===== config.mk =====
export PLATFORM = sky130hd
export DESIGN_NAME = mem_port_arbiter
export DESIGN_NICKNAME = d
export VERILOG_FILES = /design/src/rtl/mem_port_arbiter_pkg.sv /design/src/rtl/mem_port_arbiter_arb_timeout_cnt.sv /design/src/rtl/mem_port_arbiter.sv
export SDC_FILE = /design/constraint.sdc
export NUM_CORES = 1
export LEC_CHECK = 0
export BUFFER_PORTS_ARGS = -buffer_cell sky130_fd_sc_hd__buf_4
export CAP_MARGIN = 20
export CORE_UTILIZATION = 47
export DETAILED_ROUTE_END_ITERATION = 6
export PLACE_DENSITY = 0.91
export SLEW_MARGIN = 30
export SYNTH_ARGS = -nofsm -noshare
export SYNTH_HDL_FRONTEND = slang
export SYNTH_SLANG_ARGS = --single-unit

===== constraint.sdc =====
create_clock -name clk -period 2.2 [get_ports clk]
set_input_delay 0.66 -clock clk [delete_from_list [all_inputs] [get_ports clk]]
set_output_delay 0.66 -clock clk [all_outputs]
set_load 0.02 [all_outputs]

===== src/rtl/mem_port_arbiter_pkg.sv =====
// Shared definitions for the memory port arbiter: arbiter states, the fetch
// access type and requester identities.
package mem_port_arbiter_pkg;

    typedef enum logic [1:0] {
        ARB_IDLE   = 2'd0,
        ARB_GNT_EX = 2'd1,
        ARB_GNT_IF = 2'd2
    } arb_state_e;

    localparam logic [2:0] DATATYPE_WORD = 3'b010;

    localparam logic REQ_ID_EX = 1'b0;
    localparam logic REQ_ID_IF = 1'b1;

    // EX has priority unless fetch has been starved long enough.
    function automatic logic arb_winner(input logic ex_req, input logic if_req,
                                        input logic starved);
        return (if_req && (!ex_req || starved)) ? REQ_ID_IF : REQ_ID_EX;
    endfunction

endpackage


===== src/rtl/mem_port_arbiter_arb_timeout_cnt.sv =====
// Saturating up-counter with synchronous clear; o_expire is high while the
// count sits at MAX.
module arb_timeout_cnt #(
    parameter int           W   = 8,
    parameter logic [W-1:0] MAX = '1
) (
    input  logic clk,
    input  logic rst_n,
    input  logic i_clr,
    input  logic i_inc,
    output logic o_expire
);

    logic [W-1:0] r_cnt;

    // Count register: clear has priority, increment stops at MAX.
    always_ff @(posedge clk or negedge rst_n) begin
        if (!rst_n) begin
            r_cnt <= '0;
        end else if (i_clr) begin
            r_cnt <= '0;
        end else if (i_inc && (r_cnt != MAX)) begin
            r_cnt <= r_cnt + W'(1);
        end else begin
            r_cnt <= r_cnt;
        end
    end

    assign o_expire = (r_cnt == MAX);

endmodule


===== src/rtl/mem_port_arbiter.sv =====
// Arbitrates the single memory port between EX loads/stores and instruction
// fetch, with starvation protection, response timeout and fetch flush.
module mem_port_arbiter
    import mem_port_arbiter_pkg::*;
#(
    parameter int ADDR_W     = 32,
    parameter int DATA_W     = 32,
    parameter int DTYPE_W    = 3,
    parameter int STARVE_MAX = 4,
    parameter int TIMEOUT    = 255
) (
    input  logic               clk,
    input  logic               rst_n,
    input  logic               ex_r_en_i,
    input  logic               ex_w_en_i,
    input  logic [ADDR_W-1:0]  ex_addr_i,
    input  logic [DATA_W-1:0]  ex_wdata_i,
    input  logic [DTYPE_W-1:0] ex_dtype_i,
    output logic [DATA_W-1:0]  ex_rdata_o,
    output logic               ex_done_o,
    output logic               ex_stall_o,
    input  logic               if_req_i,
    input  logic [ADDR_W-1:0]  if_addr_i,
    input  logic               if_flush_i,
    output logic [DATA_W-1:0]  if_rdata_o,
    output logic               if_done_o,
    output logic               if_stall_o,
    output logic               s_req_o,
    output logic               s_we_o,
    output logic [ADDR_W-1:0]  s_addr_o,
    output logic [DATA_W-1:0]  s_wdata_o,
    output logic [DTYPE_W-1:0] s_dtype_o,
    input  logic               s_ack_i,
    input  logic [DATA_W-1:0]  s_rdata_i,
    output logic               err_o
);

    localparam int STARVE_W = $clog2(STARVE_MAX + 1);
    localparam int TO_W     = $clog2(TIMEOUT);

    arb_state_e r_state, w_state_nxt;

    logic w_ex_req, w_in_gnt, w_ack_ex, w_ack_if;
    logic w_grant, w_gnt_if, w_abort, w_starved, w_expire;

    logic               r_req, r_we, r_ex_done, r_if_done, r_err, r_flush;
    logic [ADDR_W-1:0]  r_addr;
    logic [DATA_W-1:0]  r_wdata, r_ex_rdata, r_if_rdata;
    logic [DTYPE_W-1:0] r_dtype;

    assign w_ex_req = ex_r_en_i | ex_w_en_i;
    assign w_in_gnt = (r_state != ARB_IDLE);
    assign w_ack_ex = (r_state == ARB_GNT_EX) & s_ack_i;
    assign w_ack_if = (r_state == ARB_GNT_IF) & s_ack_i;

    arb_timeout_cnt #(.W(STARVE_W), .MAX(STARVE_W'(STARVE_MAX))) u_starve_cnt (
        .clk      (clk),
        .rst_n    (rst_n),
        .i_clr    (w_grant & w_gnt_if),
        .i_inc    (w_grant & ~w_gnt_if & if_req_i),
        .o_expire (w_starved)
    );

    // Expires on the TIMEOUT-th consecutive unacknowledged cycle of a grant.
    arb_timeout_cnt #(.W(TO_W), .MAX(TO_W'(TIMEOUT - 1))) u_timeout_cnt (
        .clk      (clk),
        .rst_n    (rst_n),
        .i_clr    (~w_in_gnt),
        .i_inc    (w_in_gnt & ~s_ack_i),
        .o_expire (w_expire)
    );

    // Next-state and grant decode; an ack takes precedence over a timeout.
    always_comb begin
        w_state_nxt = r_state;
        w_grant     = 1'b0;
        w_gnt_if    = 1'b0;
        w_abort     = 1'b0;
        case (r_state)
            ARB_IDLE: begin
                if (w_ex_req || if_req_i) begin
                    w_grant     = 1'b1;
                    w_gnt_if    = (arb_winner(w_ex_req, if_req_i, w_starved) == REQ_ID_IF);
                    w_state_nxt = w_gnt_if ? ARB_GNT_IF : ARB_GNT_EX;
                end else begin
                    w_state_nxt = ARB_IDLE;
                end
            end
            ARB_GNT_EX, ARB_GNT_IF: begin
                if (s_ack_i) begin
                    w_state_nxt = ARB_IDLE;
                end else if (w_expire) begin
                    w_state_nxt = ARB_IDLE;
                    w_abort     = 1'b1;
                end else begin
                    w_state_nxt = r_state;
                end
            end
            default: w_state_nxt = ARB_IDLE;
        endcase
    end

    // State register.
    always_ff @(posedge clk or negedge rst_n) begin
        if (!rst_n) begin
            r_state <= ARB_IDLE;
        end else begin
            r_state <= w_state_nxt;
        end
    end

    // Memory port registers: captured on grant, request held until ack or abort.
    always_ff @(posedge clk or negedge rst_n) begin
        if (!rst_n) begin
            r_req   <= 1'b0;
            r_we    <= 1'b0;
            r_addr  <= '0;
            r_wdata <= '0;
            r_dtype <= '0;
        end else if (w_grant) begin
            r_req   <= 1'b1;
            r_we    <= ~w_gnt_if & ex_w_en_i;
            r_addr  <= w_gnt_if ? if_addr_i : ex_addr_i;
            r_wdata <= w_gnt_if ? '0 : ex_wdata_i;
            r_dtype <= w_gnt_if ? DTYPE_W'(DATATYPE_WORD) : ex_dtype_i;
        end else if (w_in_gnt && (w_state_nxt == ARB_IDLE)) begin
            r_req   <= 1'b0;
        end else begin
            r_req   <= r_req;
        end
    end

    // Response path: done/err pulses, returned data and the fetch flush flag.
    always_ff @(posedge clk or negedge rst_n) begin
        if (!rst_n) begin
            r_ex_done  <= 1'b0;
            r_if_done  <= 1'b0;
            r_err      <= 1'b0;
            r_flush    <= 1'b0;
            r_ex_rdata <= '0;
            r_if_rdata <= '0;
        end else begin
            r_ex_done <= w_ack_ex;
            r_if_done <= w_ack_if & ~(r_flush | if_flush_i);
            r_err     <= w_abort;
            if ((r_state == ARB_GNT_IF) && (w_state_nxt == ARB_GNT_IF)) begin
                r_flush <= r_flush | if_flush_i;
            end else begin
                r_flush <= 1'b0;
            end
            if (w_ack_ex && !r_we) begin
                r_ex_rdata <= s_rdata_i;
            end else begin
                r_ex_rdata <= r_ex_rdata;
            end
            if (w_ack_if) begin
                r_if_rdata <= s_rdata_i;
            end else begin
                r_if_rdata <= r_if_rdata;
            end
        end
    end

    assign s_req_o    = r_req;
    assign s_we_o     = r_we;
    assign s_addr_o   = r_addr;
    assign s_wdata_o  = r_wdata;
    assign s_dtype_o  = r_dtype;
    assign ex_rdata_o = r_ex_rdata;
    assign ex_done_o  = r_ex_done;
    assign if_rdata_o = r_if_rdata;
    assign if_done_o  = r_if_done;
    assign err_o      = r_err;
    assign ex_stall_o = w_ex_req & ~r_ex_done;
    assign if_stall_o = if_req_i & ~r_if_done & ~if_flush_i;

endmodule

* Word level (Yosys, flattened, before mapping)
Index checks and enable logic that the tools add are counted.
Storage, ports and cells: register bits 150, bits in latches 0, bits in writable memories 0, ROM bits 0, input port bits 138, output and inout port bits 138, word-level logic and storage cells 82, memories 0
Cells by class: $add $sub $neg 2, multipliers 0, div/mod/pow operators 0, order comparisons 0, eq/ne operators 8, shifts and indexed selects 0, multiplexer cells 23, bitwise gates (word level) 19, reductions and logical operators 16
Operator list (number):
- $mux 32 | 2
- $mux 8 | 2
- $and 1x1->1 | 11
- $mux 1 | 11
- $mux 3 | 3
- $add 8x1->8 const B | 1
- $eq 8x8->1 const B | 1
- $mux 2 | 4
- $ne 8x8->1 const B | 1
- $logic_and 1x1->1 | 6
- $not 1->1 | 6
- $reduce_bool 2->1 | 3
- $eq 2x2->1 const B | 2
- $logic_not 2->1 | 2
- $pmux 2 s2 | 1
- $add 3x1->3 const B | 1
- $eq 3x3->1 const B | 1
- $ne 3x3->1 const B | 1
- $eq 2x1->1 const B | 1
- $logic_not 1->1 | 2
- $logic_or 1x1->1 | 2
- $ne 2x1->1 const B | 1
- $or 1x1->1 | 2
- $reduce_or 2->1 | 1

* Logic depth before layout (Yosys ltp)
word-level depth 13, mapped depth 7, mapped depth without buffers 6

* Modules after synthesis
Synthesis repeated with hierarchy kept, for this count alone.
Second synthesis, totals: cells, all modules 510, area, all modules 6324.8 sq um
Modules (own cells, without submodules):
- mem_port_arbiter | instances 1, cells an instance 439, area each 5631.7 sq um, seq. area each 3478.3 sq um
- arb_timeout_cnt (u_timeout_cnt) | instances 1, cells an instance 53, area each 495.5 sq um, seq. area each 200.2 sq um
- arb_timeout_cnt (u_starve_cnt) | instances 1, cells an instance 18, area each 197.7 sq um, seq. area each 75.1 sq um

* Worst setup path before layout
OpenSTA, ideal clock, no wires.
kind input to output, start point in if_flush_i, end point out if_stall_o, data arrival time 1.187 ns, required time 1.540 ns, setup slack 0.353 ns, stages on the path 1, buffers on the path 0, cells stage by stage nor3b_1
Between the ends: word-level cells in the longest chain between the ends 2
RTL lines:
- from (decl) | line mem_port_arbiter.sv:24 | input logic if_flush_i,
- $not 1->1 | line mem_port_arbiter.sv:175 | assign if_stall_o = if_req_i & ~r_if_done & ~if_flush_i;
- $and 1x1->1 | line mem_port_arbiter.sv:175
- to (decl) | line mem_port_arbiter.sv:27 | output logic if_stall_o,
No other way between the ends.

* Worst setup path after layout
start point in if_req_i, end point out if_stall_o
Between the ends: word-level cells in the longest chain between the ends 2
RTL lines:
- from (decl) | line mem_port_arbiter.sv:22 | input logic if_req_i,
- $and 1x1->1 (2 in a row) | line mem_port_arbiter.sv:175
No other way between the ends.

==> metrics.cfg <==
[outcome]
status=finished, final reports clean

[synth]
ys_top_cells_by_area=dfrtp_1 61%, mux2_2 12%, a22o_1 5.0%, a21oi_1 5.0%, nor2_1 2.7%
synth_fp_nets=637
ys_seq_area_frac=0.609
synthDominantCellAreaShare=0.609
ys_seq_elements=150
ys.flop_type=dfrtp_1
yosys_warnings=0
syn_inst=491
syn_avg_cell_area_sq_um=12.6
async_flop_share=1.00
yosysUniqueCellTypes=44
yosysTopAreaCell=dfrtp_1
synth-edff-count=0
netlist_area_sq_um=6170

[pwr]
internal-power_mw=8.90
peakVddDrop_uv=1110
leakagePower_nw=4.48
p_sw_mw=5.48
power_frac_clock=0.203
switching_share=0.381
power_frac_seq=0.333
power_density_nw_per_um2=1590
p_comb_frac=0.463

[floorplan]
dieWidth_um=117
io_pins=276
design.core.area_sq_um=12700
placementRows=41
dieArea_sq_um=13600
die_h_um=117
start_util=0.485

[sta]
fmax_mhz=536
setup_viol=0
hold_viol_final=0
fin_tns_setup_ps=0
rsz0062_at_grt=no
worstMarginPinSlew_ps=454
finClkSkew_ps=6.46
fin_hold_ws_ps=158
slew_headroom=0.694
finalCritPeriodShare=0.848
drv_slew=0
min_period_ps=1870

[final_layout]
area_growth_pct=46.5
n_antenna_cell=0
drive_gt1_frac=0.501
nets=914
fillers=866

[critical_path]
required_ps=1540
critical_path.max_fanout=7
cp_num_buf_inv=2
cp.arrival_ps=1210
max_stage_delay_ps=200
ff2ff_path_depth=7
crit_family=buffers and inverters
cp_common_cell=buf_4
reg2reg_from=r_state[1]
cp-end-kind=output pin
crit_path_start_kind=input port
r2r_setup_slack_ps=370
crit_chain=buf_4 -> nor3b_1 -> buf_4
timing.rr.end=s_addr_o[30]
crit_cells=3
slowest_stage=nor3b_1
path_class=in2out

[cts]
cts_hold_buf=0
clock-sinks=150
cts_buffers=17
cts_repair_resize_count=0
clk_path_buf_depth=2
post-cts-setup-buffer-count=0
cts_tree=built
insertion_delay_ps=420
path_clk_slew_ps=60
root_buffer=clkbuf_16
cts_htree_levels=4

[routing]
drc=0
postRouteAntennaNets=0
dr.max_layer_used=met4
wl_met3_um=1200
met1_length_um=5980
drt_iter0_drc=290
vias=5023
routed_wl_um=16700
wl_met2_um=8890
drt_first_pass_iters=4
vias_per_cell=5.28
wl_per_cell_um=17.6

[flow_run]
maxCapViolCount=0

[global_routing]
grt_max_degree=50
grt_antenna_before_repair=0
grt_pass1_wl_um=25200
grt_overflow_total=0
grtUsageTotal=0.248
grt_pass1_vias=5169

[place]
io_buffer_count=275
routabilityCongestion=0.825
hpwlAfterDp_um=12100

[worst_hold_path]
hp-class=in2async

[power by group through the flow]
stage          Sequential [mW]  Clock (mW)  Combinational, mW
2_1_floorplan             6.19           0               2.36
3_3_place_gp              4.71           0               6.47
3_5_place_dp              4.81           0               6.71
4_1_cts                   4.79        2.98               6.74
5_1_grt                   4.92        3.11               7.14
6_report                  4.79        2.93               6.67
[Yosys cell counts, types with 4 or more instances]
master   count
buf_4        5
dfrtp_1    150
nor2_1      44
ha_1         8
buf_6        8
nand2_1     41
o21ai_0      4
a21oi_1     61
buf_2       13
mux2_2      63
a21oi_2      5
a22o_1      35
inv_1        6
a31oi_1      6
[flip-flops by register name, indices dropped and copies added, names as in the netlist]
signal and flops:
s_dtype_o 3, u_timeout_cnt.r_cnt 8, s_req_o 1, s_addr_o 32
s_we_o 1, r_state 2, ex_rdata_o 32, u_starve_cnt.r_cnt 3
r_flush 1, ex_done_o 1, if_done_o 1, if_rdata_o 32
err_o 1, s_wdata_o 32
[through the flow]
step	area, sq um	total power, mW	util	setup WS [ps]	instances
5_1_grt	9040	15.2	0.710	213	952
4_1_cts	9040	14.5	0.710	324	952
3_5_place_dp	8440	11.5	0.663	319	921
2_1_floorplan	6170	8.56	-	353	491
6_report	9040	14.4	0.710	335	952
3_3_place_gp	8440	11.2	0.663	328	921
[cell families after synthesis]
kind of cell    Yosys count  synth area share
flops                   150             0.609
fa+ha+maj                 8            0.0162
xor+xnor                  2           0.00284
mux                      65             0.118
buf+inv                  35            0.0385
compound gates          123             0.137
simple gates            108            0.0785
[worst max path at each step]
stage / from / to
floorplan: if_flush_i / if_stall_o
global placement: if_req_i / if_stall_o
detailed placement: ex_r_en_i / s_addr_o[30]
CTS: r_state[1] / s_addr_o[30]
global route: r_state[1] / s_addr_o[30]
finish: if_req_i / if_stall_o
[layer usage]
layer	vias up	track usage
met3	47	0.0815
met5	-	0
met1	2460	0.258
met4	0	0.138
li1	2287	-
met2	229	0.441
[layout make-up]
class | instances | area (sq um) | area share
clock buffers | 21 | 450 | 0.0498
clock inverters | 10 | 148 | 0.0163
inverters | 6 | 22.5 | 0.00249
multi-input cells | 306 | 2180 | 0.241
flip-flops and latches | 150 | 3750 | 0.415
well taps | 172 | 215 | 0.0238
repair buffers | 287 | 2270 | 0.251
[worst register-to-register path, stage by stage (launching register included)]
cell and delay (ps):
dfrtp_1 410, inv_1 110, ha_1 430, nand2_4 130
nor2_4 140, buf_12 200, a21oi_1 110, a21oi_1 200
[cells in the final DEF, fill, tap and decap left out, drive strengths merged, types with 8 or more instances in the layout]
cell type,count
buf,287
dfrtp,150
a21oi,66
mux2,64
nor2,45
nand2,42
a22o,35
clkbuf,21
ha,8
inv,8
(Power assumes the default switching activity.)
